**src/rtl/imem_boot_loader.sv**
```systemverilog
// Byte-stream boot loader for the instruction memory: assembles little-endian words,
// writes them from word 0 upward, holds the core meanwhile and restarts it afterwards.
module imem_boot_loader #(
  parameter int ADDR_W      = 6,
  parameter int DEPTH       = 64,
  parameter int TIMEOUT_CYC = 100000
) (
  input  logic              clk,
  input  logic              rst_n,
  input  logic              start_i,
  input  logic [ADDR_W:0]   word_count_i,
  input  logic              byte_valid_i,
  input  logic [7:0]        byte_data_i,
  output logic              byte_ready_o,
  input  logic [ADDR_W-1:0] fetch_addr_i,
  output logic [ADDR_W-1:0] mem_addr_o,
  output logic              mem_we_o,
  output logic [31:0]       mem_wdata_o,
  output logic              cpu_hold_o,
  output logic              cpu_restart_o,
  output logic              busy_o,
  output logic              done_o,
  output logic              err_o
);

  localparam int TMR_W = $clog2(TIMEOUT_CYC);

  typedef enum logic [2:0] {
    S_IDLE  = 3'd0,
    S_LOAD  = 3'd1,
    S_WRITE = 3'd2,
    S_DONE  = 3'd3,
    S_ERR   = 3'd4
  } state_t;

  state_t            state_q;
  logic [ADDR_W:0]   count_q;
  logic [ADDR_W-1:0] ptr_q;
  logic [1:0]        byte_cnt_q;
  logic [31:0]       shift_q;
  logic [TMR_W-1:0]  timer_q;
  logic              err_q;

  logic              count_ok;
  logic [ADDR_W:0]   ptr_inc;
  logic              transfer;

  assign count_ok = (word_count_i != '0) && (word_count_i <= (ADDR_W+1)'(DEPTH));
  assign ptr_inc  = {1'b0, ptr_q} + (ADDR_W+1)'(1);
  assign transfer = (state_q == S_LOAD) && byte_valid_i;

  always_ff @(posedge clk or negedge rst_n) begin
    if (!rst_n) begin
      state_q    <= S_IDLE;
      count_q    <= '0;
      ptr_q      <= '0;
      byte_cnt_q <= '0;
      shift_q    <= '0;
      timer_q    <= '0;
      err_q      <= 1'b0;
    end else begin
      case (state_q)
        S_IDLE, S_ERR: begin
          if (start_i) begin
            if (count_ok) begin
              state_q    <= S_LOAD;
              count_q    <= word_count_i;
              ptr_q      <= '0;
              byte_cnt_q <= '0;
              timer_q    <= '0;
              err_q      <= 1'b0;
            end else begin
              state_q <= S_ERR;
              err_q   <= 1'b1;
            end
          end
        end
        S_LOAD: begin
          if (transfer) begin
            shift_q[{byte_cnt_q, 3'b000} +: 8] <= byte_data_i;
            byte_cnt_q <= byte_cnt_q + 2'd1;
            timer_q    <= '0;
            if (byte_cnt_q == 2'd3) state_q <= S_WRITE;
          end else if (timer_q == TMR_W'(TIMEOUT_CYC - 1)) begin
            state_q <= S_ERR;
            err_q   <= 1'b1;
          end else begin
            timer_q <= timer_q + TMR_W'(1);
          end
        end
        S_WRITE: begin
          // ptr wraps to 0 after the last word of a full-depth load
          ptr_q      <= ptr_inc[ADDR_W-1:0];
          byte_cnt_q <= '0;
          timer_q    <= '0;
          state_q    <= (ptr_inc == count_q) ? S_DONE : S_LOAD;
        end
        S_DONE:  state_q <= S_IDLE;
        default: state_q <= S_IDLE;
      endcase
    end
  end

  assign byte_ready_o  = (state_q == S_LOAD);
  assign mem_we_o      = (state_q == S_WRITE);
  assign mem_wdata_o   = shift_q;
  assign mem_addr_o    = (state_q == S_IDLE) ? fetch_addr_i : ptr_q;
  assign cpu_hold_o    = (state_q != S_IDLE);
  assign cpu_restart_o = (state_q == S_DONE);
  assign done_o        = (state_q == S_DONE);
  assign busy_o        = (state_q == S_LOAD) || (state_q == S_WRITE);
  assign err_o         = err_q;

endmodule

```
**config.mk**
```make
export PLATFORM = sky130hd
export DESIGN_NAME = imem_boot_loader
export DESIGN_NICKNAME = d
export VERILOG_FILES = /design/src/rtl/imem_boot_loader.sv
export SDC_FILE = /design/constraint.sdc
export NUM_CORES = 1
export LEC_CHECK = 0
export ABC_CLOCK_PERIOD_IN_PS = 2450
export BUFFER_PORTS_ARGS = -buffer_cell sky130_fd_sc_hd__buf_2
export CORE_MARGIN = 3
export CORE_UTILIZATION = 40
export DETAILED_ROUTE_END_ITERATION = 7
export PLACE_DENSITY_LB_ADDON = 0.05
export SLEW_MARGIN = 40
export SYNTH_ARGS = -nofsm -noshare
export SYNTH_HDL_FRONTEND = slang
export SYNTH_SLANG_ARGS = --single-unit
```
**constraint.sdc**
```tcl
create_clock -name clk -period 2.45 [get_ports clk]
set_input_delay 0.49 -clock clk [delete_from_list [all_inputs] [get_ports clk]]
set_output_delay 0.49 -clock clk [all_outputs]
set_load 0.01 [all_outputs]
```
Word level (Yosys, flattened, before mapping)
Cells that the tools add are included.

storage, ports and cells
  memory bits (writable) = 0
  word-level logic and storage cells = 72
  register bits after elaboration = 68
  bits in latches = 0
  input port bits = 25
  output and inout bits = 45
  memory bits (read-only) = 0
  memories kept = 0

cells by class
  bitwise gates (word level) = 0
  multipliers = 0
  $lt $le $gt $ge = 1
  add/sub/neg operators = 4
  eq/ne operators = 15
  reductions and logical operators = 17
  mux-type cells = 26
  shift-type cells = 2
  div/mod/pow operators = 0

operators by type and width
  operator                count
  $mux 17                 4
  $pmux 17 s3             1
  $bwmux 32               1
  $shift 8x7->32 const A  1
  $shiftx 8x7->32         1
  $mux 6                  3
  $add 17x1->17 const B   1
  $eq 17x17->1 const B    1
  $mux 3                  5
  $pmux 6 s2              1
  $reduce_and 4->1        3
  $pmux 3 s3              1
  $reduce_and 3->1        3
  $mux 2                  4
  $add 6x1->7 const B     1
  $eq 7x7->1              1
  $le 7x7->1 const B      1
  $neg 5->7               1
  $reduce_bool 7->1       1
  $eq 3x2->1 const B      2
  $ne 2x2->1 const B      3
  $pmux 2 s3              1
  $reduce_bool 3->1       2
  $mux 1                  4
  15 further kinds        18

Logic depth before layout (Yosys ltp)
Gate-level depths: netlist of the first run.

  word-level depth = 5
  gate-level depth with buffers = 8
  depth with buffers taken out = 7

Worst setup path before layout of the first run
OpenSTA, ideal clock, no wires.

  path kind = input -> register
  start = input word_count_i[1]
  end = register count_q[0]
  cell stages on the path = 5
  slack = 362 ps
  setup time = 125 ps
  data required time = 2325 ps
  path buffers = 1
  data arrival time = 1964 ps
  path through = or4_4 or3_4 nand3_1 buf_6 mux2_2

on the way
  cells in the longest elaborated chain, start to end = 3
  elaborated cells on any way between the ends = 4
  those cells by class = 1 x order compare; 3 x reduce/logical

RTL lines
  element                                          RTL line  source
  start, declared                                  11        input logic [ADDR_W:0] word_count_i,
  $le 7x7->1 or $reduce_bool 7->1 (tied branches)  48        assign count_ok = (word_count_i != '0) && (word_count_i <= (ADDR_W+1)'(DEPTH));
  $logic_and 1x1->1 (*)                            48
  $reduce_and 3->1 (no source line) (*)            -
  end signal, assigned                             67        count_q <= word_count_i;
  end, declared                                    37        logic [ADDR_W:0] count_q;

Every way passes the cells marked *; elsewhere a longest branch is shown, timed or not.
A chain may end at the register's enable or synchronous reset.

Final worst setup path of the first run
  start = register state_q[1]
  end = output busy_o

on the way
  cells in the longest elaborated chain, start to end = 2
  elaborated cells on any way between the ends = 3
  those cells by class = 2 x eq/ne; 1 x reduce/logical

RTL lines
  element                                   RTL line  source
  start, declared                           36        state_t state_q;
  start signal, assigned                    96        state_q <= (ptr_inc == count_q) ? S_DONE : S_LOAD;
  $eq 3x1->1 or $eq 3x2->1 (tied branches)  111       assign busy_o = (state_q == S_LOAD) || (state_q == S_WRITE);
  $logic_or 1x1->1 (*)                      111
  end, declared                             21        output logic busy_o,

Marked as above.

==> results of run 1 <==
-- metal layers --
metal	vias to the layer above	GRT usage (%)	part of all wire (%)
met5	-	0	0
met4	0	7.15	2.4
met3	13	4.01	6.0
met2	85	26.4	43
met1	1404	24.9	48
li1	1515	-	-
-- worst max-delay path, cell delays in order, from the launching register on --
cell	delay (ns)
dfrtp_2	0.49
and2b_1	0.25
nand2b_2	0.15
inv_2	0.11
nor2_2	0.22
inv_1	0.12
buf_2	0.16
-- sequential cells by signal (all words and copies together) (netlist names) --
name and count:
ptr_q 6, byte_cnt_q 2, state_q 3, mem_wdata_o 32
err_o 1, timer_q 17, count_q 7
-- metrics by stage --
stage | utilization (%) | power (mW) | std cells | instance area (um^2)
after floorplan | - | 2.49 | 382 | 3590
after global placement | 48.1 | 2.97 | 549 | 4070
after detailed placement | 48.1 | 3.00 | 549 | 4070
after CTS | 50.7 | 4.06 | 565 | 4290
after global routing | 50.8 | 4.32 | 565 | 4300
final | 50.8 | 4.02 | 565 | 4300
-- power by group through the flow --
stage | Clock (mW) | Sequential [mW] | Combinational (mW)
3_3_place_gp | 0 | 1.58 | 1.39
3_5_place_dp | 0 | 1.59 | 1.41
2_1_floorplan | 0 | 1.61 | 0.880
6_report | 1.05 | 1.57 | 1.40
5_1_grt | 1.13 | 1.61 | 1.58
4_1_cts | 1.08 | 1.56 | 1.42
-- kinds of logic after synthesis --
| logic type | Yosys count | synth area share [%] |
|---|---|---|
| simple gates | 168 | 23.6 |
| compound gates | 90 | 16.6 |
| flops | 68 | 47.5 |
| buf+inv | 25 | 3.14 |
| mux | 14 | 4.36 |
| xor+xnor | 10 | 2.44 |
| fa+ha+maj | 7 | 2.44 |
-- cell usage after synthesis, types with 2 or more instances --
| library cell | n |
|---|---|
| a211o_1 | 7 |
| a21oi_1 | 12 |
| a31oi_1 | 8 |
| a41oi_1 | 2 |
| and2_1 | 5 |
| and3_1 | 7 |
| and4_1 | 3 |
| buf_2 | 4 |
| clkbuf_1 | 9 |
| clkbuf_2 | 2 |
| dfrtp_1 | 68 |
| ha_1 | 7 |
| inv_1 | 7 |
| mux2_2 | 13 |
| nand2_1 | 84 |
| nand2b_1 | 2 |
| nand3_1 | 13 |
| nand4_1 | 7 |
| nor2_1 | 16 |
| nor3_1 | 6 |
| nor3b_1 | 2 |
| nor4_1 | 5 |
| nor4bb_1 | 3 |
| o211a_1 | 3 |
| o21ai_0 | 38 |
| o31a_1 | 2 |
| o31ai_1 | 7 |
| or2_2 | 2 |
| xnor2_1 | 7 |
| xor2_1 | 3 |
-- final timing paths --
| path | from | cells past startpoint | endpoint |
|---|---|---|---|
| max | state_q[1] | 6 | busy_o |
| min | rst_n | 2 | mem_wdata_o[9] |
| max reg2reg | state_q[2] | 7 | state_q[1] |
| min reg2reg | mem_wdata_o[3] | 2 | mem_wdata_o[3] |
| max in group asynchronous | rst_n | 2 | state_q[0] |
| min in group clk | word_count_i[5] | 2 | count_q[5] |
-- layout make-up --
| type | instances | area (um^2) | share of cell area [%] |
|---|---|---|---|
| inverters | 8 | 30.0 | 0.698 |
| clock inverters | 5 | 82.6 | 1.92 |
| clock buffers | 11 | 141 | 3.28 |
| flip-flops and latches | 68 | 1710 | 39.6 |
| repair buffers | 79 | 433 | 10.1 |
| multi-input cells | 289 | 1780 | 41.4 |
| well taps | 105 | 131 | 3.05 |
==> flow_metrics.py, run 1 <==
metrics = {
    "clocking": {
        "numClockSinks": 68,
        "cts_tree": "yes",
        "cts_root_buf": "clkbuf_8",
        "clk_latency_ns": 0.34,
        "cts_setup_buffers": 0,
        "cts_inserted_buffers": 9,
        "cts_resized": 1,
        "path_clk_slew_ns": 0.08,
        "clockBufferDepth": 2,
        "htree_levels": 3,
        "cts_hold_buf": 0,
    },
    "worst_setup_path": {
        "required_ns": 1.96,
        "rrSetupSlack_ns": 0.45,
        "start_kind": "flop",
        "arrival_ns": 1.84,
        "critPathKind": "flop to output pin",
        "worstSetupEndpointType": "output pin",
        "cp_max_fo": 9,
    },
    "timing": {
        "rsz0062_at_grt": "false",
        "fin_tns_setup_ns": 0,
        "worst_slack_ns": 0.123,
        "relSlewSlack_pct": 63.1,
        "setup_viol": 0,
        "finalHoldViolCount": 0,
        "fin_crit_sh_pct": 95.0,
        "worst_pin_slew_ns": 0.550,
        "fin_crit_ns": 2.33,
        "report.final.slew_viol_count": 0,
        "skew_ns": 0.00996,
        "holdWs_ns": 0.163,
        "clock.fmax_mhz": 430,
    },
    "floorplan": {
        "design.core.area_mm2": 0.00846,
        "initial_utilization_pct": 42.4,
        "fp.dieW_um": 101,
        "die_height_um": 101,
        "rows": 33,
        "die_area_mm2": 0.0101,
        "io_pins": 70,
    },
    "job": {
        "maxCapViolations": 0,
    },
    "pwr": {
        "power.density_mw_per_mm2": 934,
        "switchingPower_mw": 1.43,
        "p_leak_nw": 2.06,
        "switching_share_pct": 35.6,
        "max-vdd-ir-drop_v": 0.000467,
        "comb_power_share_pct": 34.8,
        "internal_power_mw": 2.59,
        "power.share.sequential_pct": 39.1,
        "p_clk_share_pct": 26.1,
    },
    "synth": {
        "ys_ff_latch": 68,
        "synth_area_leaders": "dfrtp_1 47%, nand2_1 8.8%, o21ai_0 5.3%",
        "async_flop_share_pct": 100,
        "synth_warnings": 0,
        "postSynthCellCount": 382,
        "ys_seq_area_share_pct": 47.5,
        "synth_edf_count": 0,
        "ys_types": 58,
        "yosysTopAreaCell": "dfrtp_1",
        "dominantRegCellSynth": "dfrtp_1",
        "synth_nets": 414,
        "synth_area_mm2": 0.00359,
        "yosysTopAreaCellShare_pct": 47.5,
        "avgSynthCellArea_um2": 9.39,
    },
    "finish": {
        "fillCellCount": 821,
        "final_common_cell": "nand2_1",
        "drive_above_1_share_pct": 27.6,
        "final_cell_mix": "84 x nand2_1, 69 x buf_2, 65 x dfrtp_1, 38 x o21ai_0, 15 x nor2_1",
        "nNetsFinal": 487,
        "syn2layout_area_growth_pct": 20.0,
        "num_antenna_cells": 0,
    },
    "outcome": {
        "status": "finished clean",
    },
    "grt": {
        "gr-usage-all-layers_pct": 17.7,
        "grt_overflow": 0,
        "grt_pass1_wl_um": 14300,
        "antenna_found_initial": 0,
        "grt_max_degree": 69,
        "grt_pass1_vias": 2804,
    },
    "placed_design": {
        "io_buffers": 69,
        "gp_congestion": 0.754,
        "dp_hpwl_um": 5900,
        "pre_cts_ws_ns": 0.171,
    },
    "route": {
        "routed_wl_um": 8390,
        "viasPerCell": 5.34,
        "drtIter0Drc": 148,
        "wl_per_cell_um": 14.9,
        "drtPass1Iterations": 4,
        "vias": 3017,
        "postRouteAntennaNets": 0,
        "drc_errors": 0,
    },
    "min_path": {
        "min_path_type": "input pin to asynchronous set/reset pin",
    },
}
(Power assumes the default switching activity.)
==> inputs of run 2 (changes only) <==
Settings changed: CORE_UTILIZATION 40 to 50, HOLD_SLACK_MARGIN set to 0.06.
==> flow_metrics.py, run 2 (synthesized netlist as in run 1, its figures left out) <==
metrics = {
    "route": {
        "viasPerCell": 5.46,
        "drtIter0Drc": 116,
        "drc_errors": 0,
        "vias": 3045,
        "drtPass1Iterations": 4,
        "routed_wl_um": 8100,
        "wl_per_cell_um": 14.5,
        "postRouteAntennaNets": 0,
    },
    "clocking": {
        "clockBufferDepth": 2,
        "numClockSinks": 68,
        "cts_hold_buf": 0,
        "cts_setup_buffers": 0,
        "cts_root_buf": "clkbuf_8",
        "cts_tree": "yes",
        "path_clk_slew_ns": 0.07,
        "cts_resized": 0,
        "cts_inserted_buffers": 9,
        "clk_latency_ns": 0.35,
        "htree_levels": 3,
    },
    "finish": {
        "final_common_cell": "nand2_1",
        "drive_above_1_share_pct": 27.3,
        "final_cell_area_mm2": 0.00427,
        "fillCellCount": 633,
        "fin_util_pct": 62.2,
        "nNetsFinal": 489,
        "num_antenna_cells": 0,
        "syn2layout_area_growth_pct": 19.2,
        "register_area_mm2": 0.00170,
        "layout.cells.non_filler": 558,
        "multi_input_area_mm2": 0.00177,
        "final_cell_mix": "84 x nand2_1, 69 x buf_2, 68 x dfrtp_1, 38 x o21ai_0, 16 x nor2_1",
        "largest_reg_flops": 32,
    },
    "pwr": {
        "power.share.sequential_pct": 40.1,
        "max-vdd-ir-drop_v": 0.000615,
        "power.density_mw_per_mm2": 919,
        "p_total_mw": 3.93,
        "p_leak_nw": 2.05,
        "switching_share_pct": 36.7,
        "comb_power_share_pct": 35.7,
        "p_clk_share_pct": 24.2,
        "internal_power_mw": 2.49,
        "switchingPower_mw": 1.44,
    },
    "worst_setup_path": {
        "arrival_ns": 1.81,
        "path_delay_family": "flip-flops",
        "critPathKind": "flop to output pin",
        "required_ns": 1.96,
        "cp_slowest_stage_delay_ns": 0.53,
        "rrSetupSlack_ns": 0.49,
        "reg2reg_from": "state_q[0]",
        "cpMaxStageDelayCell": "dfrtp_1",
        "path_buf_inv": 3,
        "path_cells": "and2b_1 -> nand2b_2 -> inv_2 -> nor2_1 -> inv_1 -> buf_2",
        "reg2reg_depth": 5,
        "reg2reg_to": "mem_wdata_o[8]",
        "worstSetupEndpointType": "output pin",
        "start_kind": "flop",
        "cp_max_fo": 9,
    },
    "timing": {
        "setup_viol": 0,
        "fin_tns_setup_ns": 0,
        "finalHoldViolCount": 0,
        "worst_pin_slew_ns": 0.568,
        "fin_crit_ns": 2.30,
        "clock.fmax_mhz": 435,
        "worst_slack_ns": 0.149,
        "rsz0062_at_grt": "false",
        "relSlewSlack_pct": 61.9,
        "report.final.slew_viol_count": 0,
        "holdWs_ns": 0.150,
        "skew_ns": 0.00610,
        "fin_crit_sh_pct": 93.9,
    },
    "placed_design": {
        "io_buffers": 69,
        "dp.cells": 542,
        "dp_hpwl_um": 5780,
        "place_area_mm2": 0.00407,
        "pre_cts_ws_ns": 0.173,
        "gp_congestion": 0.819,
    },
    "outcome": {
        "status": "finished clean",
    },
    "grt": {
        "gr-usage-all-layers_pct": 20.2,
        "grt_max_degree": 69,
        "antenna_found_initial": 0,
        "grt_overflow": 0,
        "grt_pass1_vias": 2776,
        "grt_pass1_wl_um": 13400,
    },
    "floorplan": {
        "design.core.area_mm2": 0.00687,
        "io_pins": 70,
        "fp.dieW_um": 90.7,
        "rows": 30,
        "die_height_um": 90.7,
        "initial_utilization_pct": 52.2,
        "die_area_mm2": 0.00822,
    },
    "job": {
        "maxCapViolations": 0,
    },
    "min_path": {
        "min_path_type": "input pin to asynchronous set/reset pin",
    },
}
-- run 2: changes by cell type in the layout (fill, tap and decap cells not counted), sizes merged --
| cell | previous run | this run |
|---|---|---|
| bufinv | 2 | 1 |
| clkbuf | 11 | 10 |
| clkinv | 1 | 3 |
| clkinvlp | 0 | 2 |
| inv | 10 | 8 |
| buf | 79 | 81 |
-- run 2: worst max path at each step --
stage,start,endpoint,slack [ns],depth (start not counted)
4_1_cts,state_q[1],busy_o,0.15,6
2_1_floorplan,word_count_i[1],count_q[0],0.36,5
3_3_place_gp,word_count_i[1],count_q[3],0.20,6
6_report,state_q[1],busy_o,0.15,6
5_1_grt,state_q[1],busy_o,0.07,6
3_5_place_dp,word_count_i[1],count_q[2],0.17,6
-- run 2: power groups by stage --
stage,clock network [mW],logic (mW),registers [mW]
after CTS,0.964,1.42,1.57
after global routing,1.02,1.58,1.61
after detailed placement,0,1.42,1.60
final,0.950,1.40,1.58
after global placement,0,1.39,1.59
after floorplan,0,0.880,1.61
-- run 2: area by class of cell --
class | instances | share of cell area (%)
tap | 96 | 2.81
clock inverter | 6 | 1.49
clock buffer | 10 | 3.22
multi-input combinational | 289 | 41.5
sequential | 68 | 39.8
timing repair buffer | 81 | 10.5
inverter | 8 | 0.703
-- run 2: metal layers --
layer,track usage [%],vias to the layer above,wire (um)
met3,3.92,11,417
met1,27.5,1439,3850
met2,31.7,76,3720
met5,0,-,0
met4,8.16,0,107
li1,-,1519,-
==> inputs of run 3 (changes only) <==
Settings changed: MAX_ROUTING_LAYER set to met4.
==> flow_metrics.py, run 3 (synthesized netlist as in run 1, its figures left out) <==
metrics = {
    "finish": {
        "largest_reg_flops": 32,
        "syn2layout_area_growth_pct": 19.2,
        "final_common_cell": "nand2_1",
        "layout.cells.non_filler": 558,
        "nNetsFinal": 489,
        "final_cell_mix": "84 x nand2_1, 69 x buf_2, 68 x dfrtp_1, 38 x o21ai_0, 16 x nor2_1",
        "drive_above_1_share_pct": 27.3,
        "num_antenna_cells": 0,
    },
    "pwr": {
        "p_leak_nw": 2.05,
        "power.share.sequential_pct": 40.0,
        "power.density_mw_per_mm2": 920,
        "switching_share_pct": 36.7,
        "p_clk_share_pct": 24.3,
        "switchingPower_mw": 1.44,
        "internal_power_mw": 2.49,
        "comb_power_share_pct": 35.7,
        "max-vdd-ir-drop_v": 0.000613,
        "p_total_mw": 3.93,
    },
    "placed_design": {
        "dp_hpwl_um": 5780,
        "dp.cells": 542,
        "io_buffers": 69,
        "pre_cts_ws_ns": 0.173,
        "gp_congestion": 0.831,
    },
    "timing": {
        "skew_ns": 0.00736,
        "setup_viol": 0,
        "clock.fmax_mhz": 435,
        "rsz0062_at_grt": "false",
        "worst_pin_slew_ns": 0.567,
        "holdWs_ns": 0.150,
        "fin_crit_sh_pct": 93.9,
        "fin_crit_ns": 2.30,
        "fin_tns_setup_ns": 0,
        "relSlewSlack_pct": 61.9,
        "finalHoldViolCount": 0,
        "report.final.slew_viol_count": 0,
        "worst_slack_ns": 0.149,
    },
    "worst_setup_path": {
        "required_ns": 1.96,
        "path_delay_family": "flip-flops",
        "worstSetupEndpointType": "output pin",
        "path_buf_inv": 3,
        "path_cells": "and2b_1 -> nand2b_2 -> inv_2 -> nor2_1 -> inv_1 -> buf_2",
        "critPathKind": "flop to output pin",
        "cp_max_fo": 9,
        "cpMaxStageDelayCell": "dfrtp_1",
        "worstSetupPathDepth": 6,
        "cp_slowest_stage_delay_ns": 0.53,
        "start_kind": "flop",
        "arrival_ns": 1.81,
        "reg2reg_depth": 5,
    },
    "clocking": {
        "clk_latency_ns": 0.35,
        "cts_root_buf": "clkbuf_8",
        "cts_inserted_buffers": 9,
        "cts_hold_buf": 0,
        "numClockSinks": 68,
        "cts_tree": "yes",
        "cts_resized": 0,
        "path_clk_slew_ns": 0.07,
        "htree_levels": 3,
        "clockBufferDepth": 2,
        "cts_setup_buffers": 0,
    },
    "floorplan": {
        "fp.dieW_um": 90.7,
        "rows": 30,
        "die_area_mm2": 0.00822,
        "design.core.area_mm2": 0.00687,
        "initial_utilization_pct": 52.2,
        "die_height_um": 90.7,
        "io_pins": 70,
    },
    "route": {
        "drtPass1Iterations": 4,
        "wl_per_cell_um": 14.6,
        "vias": 3042,
        "routed_wl_um": 8120,
        "drc_errors": 0,
        "postRouteAntennaNets": 0,
        "viasPerCell": 5.45,
        "drtIter0Drc": 120,
    },
    "outcome": {
        "status": "finished clean",
    },
    "grt": {
        "grt_overflow": 0,
        "grt_max_degree": 69,
        "gr-usage-all-layers_pct": 20.8,
        "grt_pass1_wl_um": 13400,
        "antenna_found_initial": 0,
        "grt_pass1_vias": 2777,
    },
    "min_path": {
        "min_path_type": "input pin to asynchronous set/reset pin",
    },
    "job": {
        "maxCapViolations": 0,
    },
}
run 3: cell counts in the layout (fill, tap and decap cells not counted):
Identical to the previous run, type by type.
run 3: cell type report:
| class | instances | area (um^2) |
|---|---|---|
| repair buffers | 81 | 448 |
| well taps | 96 | 120 |
| clock inverters | 6 | 63.8 |
| flip-flops and latches | 68 | 1700 |
| inverters | 8 | 30.0 |
| multi-input cells | 289 | 1770 |
| fillers | 633 | 2600 |
| clock buffers | 10 | 138 |
run 3: worst reg2reg max path, cell delays in order (launching register included):
cell and delay, ns:
dfrtp_1 0.56, nor3b_4 0.38, and2_1 0.32, nand2_1 0.33
nand2_1 0.15, o21ai_0 0.10
run 3: power by group through the flow:
stage | combinational [mW] | clock [mW] | sequential [mW]
3_3_place_gp | 1.39 | 0 | 1.59
4_1_cts | 1.42 | 0.964 | 1.57
5_1_grt | 1.58 | 1.02 | 1.61
2_1_floorplan | 0.880 | 0 | 1.61
3_5_place_dp | 1.42 | 0 | 1.60
6_report | 1.40 | 0.953 | 1.57
run 3: through the flow:
step                util [%]  instance area, um^2
floorplan                  -                 3590
global placement        59.3                 4070
detailed placement      59.3                 4070
CTS                     62.2                 4270
global route            62.2                 4270
finish                  62.2                 4270
run 3: routing by layer:
metal | track usage, % | wire length, um | vias to the layer above
met2 | 31.7 | 3700 | 68
met1 | 27.5 | 3920 | 1444
met5 | - | 0 | -
met4 | 7.40 | 130 | 0
li1 | - | - | 1516
met3 | 4.42 | 372 | 14
run 3: worst paths after layout:
check                           slack, ns       startpoint               to
worst min-delay path                 0.15            rst_n  mem_wdata_o[24]
worst min register to register       0.47   mem_wdata_o[4]   mem_wdata_o[4]
max in group asynchronous            2.02            rst_n       timer_q[2]
worst max-delay path                 0.15       state_q[1]           busy_o
min in group clk                     0.37  word_count_i[4]       count_q[4]
worst max register to register       0.48       state_q[0]   mem_wdata_o[8]
